`config.mk`:
```
export PLATFORM = sky130hd
export DESIGN_NAME = tz_time_converter
export DESIGN_NICKNAME = d
export VERILOG_FILES = /design/src/rtl/tz_time_converter.sv
export SDC_FILE = /design/constraint.sdc
export NUM_CORES = 1
export LEC_CHECK = 0
export CAP_MARGIN = 20
export CORE_MARGIN = 2
export CORE_UTILIZATION = 28
export DETAILED_ROUTE_END_ITERATION = 7
export HOLD_SLACK_MARGIN = 0.1
export SLEW_MARGIN = 30
export SYNTH_ARGS = -nofsm -noshare
export SYNTH_HDL_FRONTEND = slang
export SYNTH_SLANG_ARGS = --single-unit
```
`constraint.sdc`:
```
create_clock -name clk -period 5 [get_ports clk]
set_input_delay 1 -clock clk [delete_from_list [all_inputs] [get_ports clk]]
set_output_delay 1 -clock clk [all_outputs]
set_load 0.1 [all_outputs]
```
`src/rtl/tz_time_converter.sv`:
```
// rtl/tz_time_converter.sv - local time to selected time-zone time converter
module tz_time_converter (
  input  logic       clk,
  input  logic       reset,
  input  logic [4:0] Hours,
  input  logic [5:0] Minutes,
  input  logic [6:0] TZHours,
  input  logic [5:0] TZMinutes,
  input  logic       TZPlusMinus,
  output logic [4:0] ZoneHours,
  output logic [5:0] ZoneMinutes,
  output logic [1:0] DayOffset,
  output logic       Valid,
  output logic       Update
);

  typedef enum logic [1:0] {IDLE, MIN, HOUR, COMMIT} state_t;

  state_t state;

  // Unsanitised copy of the last capture, used only for change detection
  logic [4:0] raw_hours;
  logic [5:0] raw_minutes;
  logic [6:0] raw_tz_hours;
  logic [5:0] raw_tz_minutes;
  logic       raw_plus;

  // Sanitised snapshot the computation runs on
  logic [4:0] snap_hours;
  logic [5:0] snap_minutes;
  logic [3:0] snap_tz_hours;
  logic [5:0] snap_tz_minutes;
  logic       snap_plus;
  logic       snap_ok;

  // Intermediate results; carry doubles as borrow on the minus path
  logic [5:0] m_res;
  logic [4:0] h_res;
  logic       carry;
  logic [1:0] day;

  logic       changed;
  logic [4:0] san_hours;
  logic [5:0] san_minutes;
  logic [3:0] san_tz_hours;
  logic [5:0] san_tz_minutes;
  logic [6:0] min_sum;
  logic [6:0] min_diff;
  logic [6:0] min_diff_wrap;
  logic [5:0] hour_sum;
  logic [5:0] hour_diff;
  logic [5:0] hour_diff_wrap;

  // Change detection, input clamping and the minute/hour arithmetic
  always_comb begin
    changed = (Hours != raw_hours) || (Minutes != raw_minutes) ||
              (TZHours != raw_tz_hours) || (TZMinutes != raw_tz_minutes) ||
              (TZPlusMinus != raw_plus);

    san_hours      = (Hours > 5'd23)     ? 5'd23 : Hours;
    san_minutes    = (Minutes > 6'd59)   ? 6'd59 : Minutes;
    san_tz_hours   = (TZHours > 7'd12)   ? 4'd12 : TZHours[3:0];
    san_tz_minutes = (TZMinutes > 6'd59) ? 6'd59 : TZMinutes;

    // Minus path uses two's complement; bit 6 set means the result went negative
    min_sum       = {1'b0, snap_minutes} + {1'b0, snap_tz_minutes};
    min_diff      = {1'b0, snap_minutes} - {1'b0, snap_tz_minutes};
    min_diff_wrap = min_diff + 7'd60;

    // Hour range is -13..36, so 6 bits suffice for both directions
    hour_sum       = {1'b0, snap_hours} + {2'b00, snap_tz_hours} + {5'd0, carry};
    hour_diff      = {1'b0, snap_hours} - {2'b00, snap_tz_hours} - {5'd0, carry};
    hour_diff_wrap = hour_diff + 6'd24;
  end

  // Conversion FSM with registered outputs
  always_ff @(posedge clk) begin
    if (reset) begin
      state           <= IDLE;
      snap_ok         <= 1'b0;
      raw_hours       <= 5'd0;
      raw_minutes     <= 6'd0;
      raw_tz_hours    <= 7'd0;
      raw_tz_minutes  <= 6'd0;
      raw_plus        <= 1'b0;
      snap_hours      <= 5'd0;
      snap_minutes    <= 6'd0;
      snap_tz_hours   <= 4'd0;
      snap_tz_minutes <= 6'd0;
      snap_plus       <= 1'b0;
      m_res           <= 6'd0;
      h_res           <= 5'd0;
      carry           <= 1'b0;
      day             <= 2'b00;
      ZoneHours       <= 5'd0;
      ZoneMinutes     <= 6'd0;
      DayOffset       <= 2'b00;
      Valid           <= 1'b0;
      Update          <= 1'b0;
    end else begin
      Update <= 1'b0;
      case (state)
        IDLE: begin
          if (!snap_ok || changed) begin
            raw_hours       <= Hours;
            raw_minutes     <= Minutes;
            raw_tz_hours    <= TZHours;
            raw_tz_minutes  <= TZMinutes;
            raw_plus        <= TZPlusMinus;
            snap_hours      <= san_hours;
            snap_minutes    <= san_minutes;
            snap_tz_hours   <= san_tz_hours;
            snap_tz_minutes <= san_tz_minutes;
            snap_plus       <= TZPlusMinus;
            snap_ok         <= 1'b1;
            Valid           <= 1'b0;
            state           <= MIN;
          end
        end
        MIN: begin
          if (snap_plus) begin
            if (min_sum >= 7'd60) begin
              m_res <= 6'(min_sum - 7'd60);
              carry <= 1'b1;
            end else begin
              m_res <= min_sum[5:0];
              carry <= 1'b0;
            end
          end else begin
            if (min_diff[6]) begin
              m_res <= min_diff_wrap[5:0];
              carry <= 1'b1;
            end else begin
              m_res <= min_diff[5:0];
              carry <= 1'b0;
            end
          end
          state <= HOUR;
        end
        HOUR: begin
          if (snap_plus) begin
            if (hour_sum >= 6'd24) begin
              h_res <= 5'(hour_sum - 6'd24);
              day   <= 2'b01;
            end else begin
              h_res <= hour_sum[4:0];
              day   <= 2'b00;
            end
          end else begin
            if (hour_diff[5]) begin
              h_res <= hour_diff_wrap[4:0];
              day   <= 2'b10;
            end else begin
              h_res <= hour_diff[4:0];
              day   <= 2'b00;
            end
          end
          state <= COMMIT;
        end
        COMMIT: begin
          ZoneHours   <= h_res;
          ZoneMinutes <= m_res;
          DayOffset   <= day;
          Valid       <= 1'b1;
          Update      <= 1'b1;
          state       <= IDLE;
        end
        default: state <= IDLE;
      endcase
    end
  end

endmodule

```
Word level (Yosys, flattened, before mapping). Cells that the tools add are included.

Bits in registers: 78. Output and inout bits: 15. Word-level logic and storage cells: 76.

Add/subtract/negate cells: 10. $lt $le $gt $ge: 6. Eq/ne operators: 9. Muxes and demuxes: 21. Reductions and logical operators: 10.

Operator list (number): $mux 6 (5); $mux 5 (4); $gt 6x6->1 const B (2); $ne 6x6->1 (2); $pmux 2 s4 (1); $add 6x6->7 (1); $ge 7x6->1 const B (1); $gt 7x4->1 const B (1); $ne 7x7->1 (1); $sub 6x6->7 (1); $add 5x4->6 (1); $add 6x1->6 (1); $add 6x6->6 const B (1); $ge 6x5->1 const B (1); $mux 1 (6); $mux 2 (3); $sub 5x4->6 (1); $sub 6x1->6 (1); $sub 6x6->6 const B (1); $add 5x5->5 const B (1); $gt 5x5->1 const B (1); $logic_or 1x1->1 (5); $ne 5x5->1 (1); $sub 5x5->5 const B (1); other kinds (10) (12).

Depth between registers and ports, before layout.
Word-level depth: 8. Gate-level depth with buffers: 13.

Worst setup path before layout. Ideal clock, no wire load.

Path type: register to register. From: reg snap_tz_minutes[2]. To: reg m_res[4]. Setup time: 0.103 ns. Arrival: 2.486 ns. Data required time: 4.897 ns. Path slack: 2.411 ns. Stages on the path, launching flop included: 14. Buffers on the path: 1. Clock period less this slack: 2.589 ns. Path through: dfxtp_1 inv_1 ha_1 buf_6 nor3b_2 or3_4 xnor2_2 ha_1 nand3_1 o211ai_2 a31oi_4 nand3b_1 a21oi_2 a2111oi_2.

Longest elaborated chain between the ends: 4. Elaborated cells on any way between the ends: 8. Those cells by class: 4 x add/sub; 1 x order compare; 3 x mux.

Ends and longest elaborated chain: start, declared (RTL line 32) `logic [5:0] snap_tz_minutes;`; start signal, assigned (RTL line 113) `snap_tz_minutes <= san_tz_minutes;`; $sub 6x6->7 / $add 6x6->7 (equally long branches) (RTL line 67, 66); $add 6x6->6 (tied with other cells) (RTL line 68) `min_diff_wrap = min_diff + 7'd60;`; $mux 6 (on tied branches) (RTL line 130, 122); $mux 6 (*) (RTL line 121) `if (snap_plus) begin`; end signal, assigned (RTL line 123) `m_res <= 6'(min_sum - 7'd60);`; end signal, assigned (RTL line 131) `m_res <= min_diff_wrap[5:0];`; end signal, assigned (RTL line 134) `m_res <= min_diff[5:0];`; end, declared (RTL line 37) `logic [5:0] m_res;`.

Every way passes the cells marked *; elsewhere a longest branch is shown, timed or not. A chain may end at the register's enable or synchronous reset.

Worst setup path after layout.
From: in Hours[4]. To: reg raw_hours[1].

Longest elaborated chain between the ends: 7.

Ends and longest elaborated chain: start, declared (RTL line 5) `input logic [4:0] Hours,`; $ne 5x5->1 (RTL line 56) `changed = (Hours != raw_hours) || (Minutes != raw_minutes) ||`; $logic_or 1x1->1 (2 in series) (RTL line 56); $logic_or 1x1->1 (2 in series) (RTL line 57) `(TZHours != raw_tz_hours) || (TZMinutes != raw_tz_minutes) ||`; $logic_or 1x1->1 (RTL line 104) `if (!snap_ok || changed) begin`; $reduce_and 2->1 (no line); end signal, assigned (RTL line 105) `raw_hours <= Hours;`; end, declared (RTL line 22) `logic [4:0] raw_hours;`.

Every way passes these cells.

==> results.txt <==
Routed Antenna Nets = 0
Status = finished, final reports clean
CP Max Fanout = 34
Final min period = 3.26 ns
Setup violators final = 0
Final Cycle Share = 0.653
Cells after synthesis = 506
Area of the mapped netlist = 4600 um2
Worst skew pair latency = 0.33 ns
Dominant cells by area after synthesis = dfxtp_1, mux2i_1, ha_1
CP Data Required Time = 5.21 ns
Max Fclk = 306 MHz
Clk buf depth = 2
Layout cells sized above 1 = 0.0686
Clk slew on worst S/H paths = 0.07 ns
Storage element area = 1560 um2
Startpoint Class = input port
Final wirelength = 9830 um
Cells along the critical path = clkdlybuf4s50_1 > xor2_1 > nor4_1 > nand3_1 > o31ai_4 > buf_4 > mux2i_1 > nor2_1
Most common cell in the netlist = nor2_1
Post-synth top cells = nor2_1, dfxtp_1, mux2i_1
Main synth FF type = dfxtp_1
Setup_tns = 0 ns
Lkg Pwr = 2.21 nW
Pin count of the biggest net entering global routing = 51
Crit path kind = in2reg
Worst R2R Start = snap_tz_minutes[2]$_SDFFE_PP0P_
Nets = 596
EDFF count, synth = 0
Synth Register Bits = 78
Non-filler instance count after layout = 755
FF-to-FF End = m_res[2]$_SDFFE_PP0N_
Synth warnings = 0
Final hold viol count = 0
Die width = 132 um
Critical path arrival = 3.47 ns
Global route total overflow = 0
CP endpoint = raw_hours[1]$_SDFFE_PP0P_
Initial antenna violation count = 0
# H-tree levels = 3
RSZ-0062 raised after global routing = no
Stages on the worst setup path = 8
Initial Util = 0.288
Post-synthesis sequential area ratio = 0.339
Die Ht = 132 um
GPL Wtd Cong = 0.824
Maxcap violations = 0
Top Ports = 42
Worst-margin pin slew = 0.971 ns
Number of vias per cell = 4.63
Slew headroom = 0.350
Drt drc = 0
CTS sink count = 78
Critical Path Start = Hours[4]
Root buf cell = clkbuf_16
Worst VDD drop = 0.202 mV
Area taken by multi-input logic gates = 2780 um2
Clock Skews = 0.00721 ns
Share of the synthesized area in the top cell type = 0.339
Vias in the first global route = 3,430
P&R area growth vs syn = 18.7%
Critical path's slowest cell = clkdlybuf4s50_1
Count of pins over their slew limit = 0
DR vias = 3,493
CP Capture Type = flop
Distinct cell type count of the synthesized netlist = 62
Total CTS buffers = 9
Diodes inserted = 0
DP HPWL = 7330 um
Worst Path Buf+Inv = 2
# rows = 46
Die area = 17,500 um2
Gr usage total = 0.117
Initial DRC count = 201
I/O Buffers = 41
Reg2Reg Depth = 12
CP top delay family = buffers and inverters
Hold path startpoint = day[0]$_SDFFE_PP0P_
Resized cells post-CTS = 0
WL/cell = 13.0 um
CTS tree = built
Syn_area_per_cell = 9.10 um2
Worst min-delay path class = reg2reg
R2R Setup Slk = 2.08 ns
Yosys top cell by area = dfxtp_1
Core area = 16,000 um2
Ys async rst share = 0
Syn Nets = 568
Worst path max stage delay = 0.57 ns
Cell Pwr Density = 488 nW/um2
Filler instances = 1,667
Drt first pass iters = 4
First-pass GRT wire length = 16,900 um
Placed Instances = 739
CTS Hold Bufs = 0
Setup Fix Bufs, Post-CTS = 0
[worst reg2reg max path, cell delays in order, from the launching register on]
cell	delay (ns)
dfxtp_1	0.36
inv_1	0.05
ha_1	0.47
nor3b_2	0.12
or3_4	0.42
xnor2_2	0.17
ha_1	0.25
nand3_1	0.10
o211ai_2	0.11
a31oi_4	0.28
xnor2_1	0.14
nor2_1	0.06
a2111oi_2	0.28
[flip-flops by register name (all words and copies together), names as in the netlist, 6 cells and up]
register and cells:
ZoneMinutes 6, m_res 6, raw_minutes 6, raw_tz_hours 7, raw_tz_minutes 6, snap_minutes 6, snap_tz_minutes 6
[metrics by stage]
| step | hold slack [ns] | utilization | instance area, um2 | worst slack [ns] | power [mW] |
|---|---|---|---|---|---|
| 2_1_floorplan | 0.436 | - | 4600 | 2.41 | 1.81 |
| 3_3_place_gp | 0.451 | 0.322 | 5160 | 1.41 | 1.97 |
| 3_5_place_dp | 0.456 | 0.322 | 5160 | 1.39 | 2.01 |
| 4_1_cts | 0.463 | 0.341 | 5460 | 1.75 | 2.69 |
| 5_1_grt | 0.483 | 0.341 | 5460 | 1.54 | 2.87 |
| 6_report | 0.465 | 0.341 | 5460 | 1.74 | 2.67 |
[cells by family (layout without fill, tap and decap cells)]
logic type               count (synthesis)  in the layout  share of synthesized area
multiplexers                            53             53                      0.116
buffers and inverters                   60             93                     0.0609
flip-flops                              78             78                      0.339
AND/OR/NAND/NOR                        161            161                      0.168
AO/OA/AOI/OAI                           82             82                      0.136
XOR/XNOR                                37             37                     0.0753
adder cells (fa/ha/maj)                 35             35                      0.105
[area by class of cell]
class	instances	area share
Clock buffer	9	0.0412
Clock inverter	7	0.0147
Inverter	33	0.0227
Multi-Input combinational cell	368	0.508
Sequential cell	78	0.286
Tap cell	216	0.0495
Timing Repair Buffer	44	0.0783
[where the power goes]
group	leakage, nW	total [mW]	internal [mW]	switching (mW)
clock	0.148	0.665	0.393	0.272
combinational	1.42	1.17	0.503	0.663
sequential	0.641	0.836	0.740	0.0961
total	2.21	2.67	1.64	1.03
[layout by cell type (no fill, tap or decap), types with 3 or more instances in the layout]
cell type and instances:
a211oi_1 8, a211oi_2 3, a21oi_1 30, buf_4 3, clkbuf_16 9, clkdlybuf4s50_1 40
dfxtp_1 78, fa_1 6, ha_1 29, inv_1 33, mux2i_1 52, nand2_1 17
nand2b_1 7, nand3_1 8, nand3b_1 3, nor2_1 86, nor2b_1 9, nor3_1 9
nor3b_1 5, nor4_1 6, o21ai_0 5, o21bai_1 3, xnor2_1 11, xor2_1 23
[layer usage]
layer | part of all wire | vias to the layer above | track usage
met3 | 0.040 | 6 | 0.0277
met4 | 0.0076 | 0 | 0.0299
met1 | 0.52 | 1623 | 0.166
met5 | 0 | - | 0
met2 | 0.43 | 72 | 0.178
li1 | - | 1792 | -
[worst min-delay path by stage]
stage	endpoint	slack, ns	depth (start not counted)
CTS	day[0]$_SDFFE_PP0P_	0.46	2
global route	day[0]$_SDFFE_PP0P_	0.48	2
global placement	day[0]$_SDFFE_PP0P_	0.45	2
floorplan	day[0]$_SDFFE_PP0P_	0.44	2
detailed placement	day[0]$_SDFFE_PP0P_	0.46	2
finish	day[0]$_SDFFE_PP0P_	0.46	2
Power figures use the tool's default switching activity.
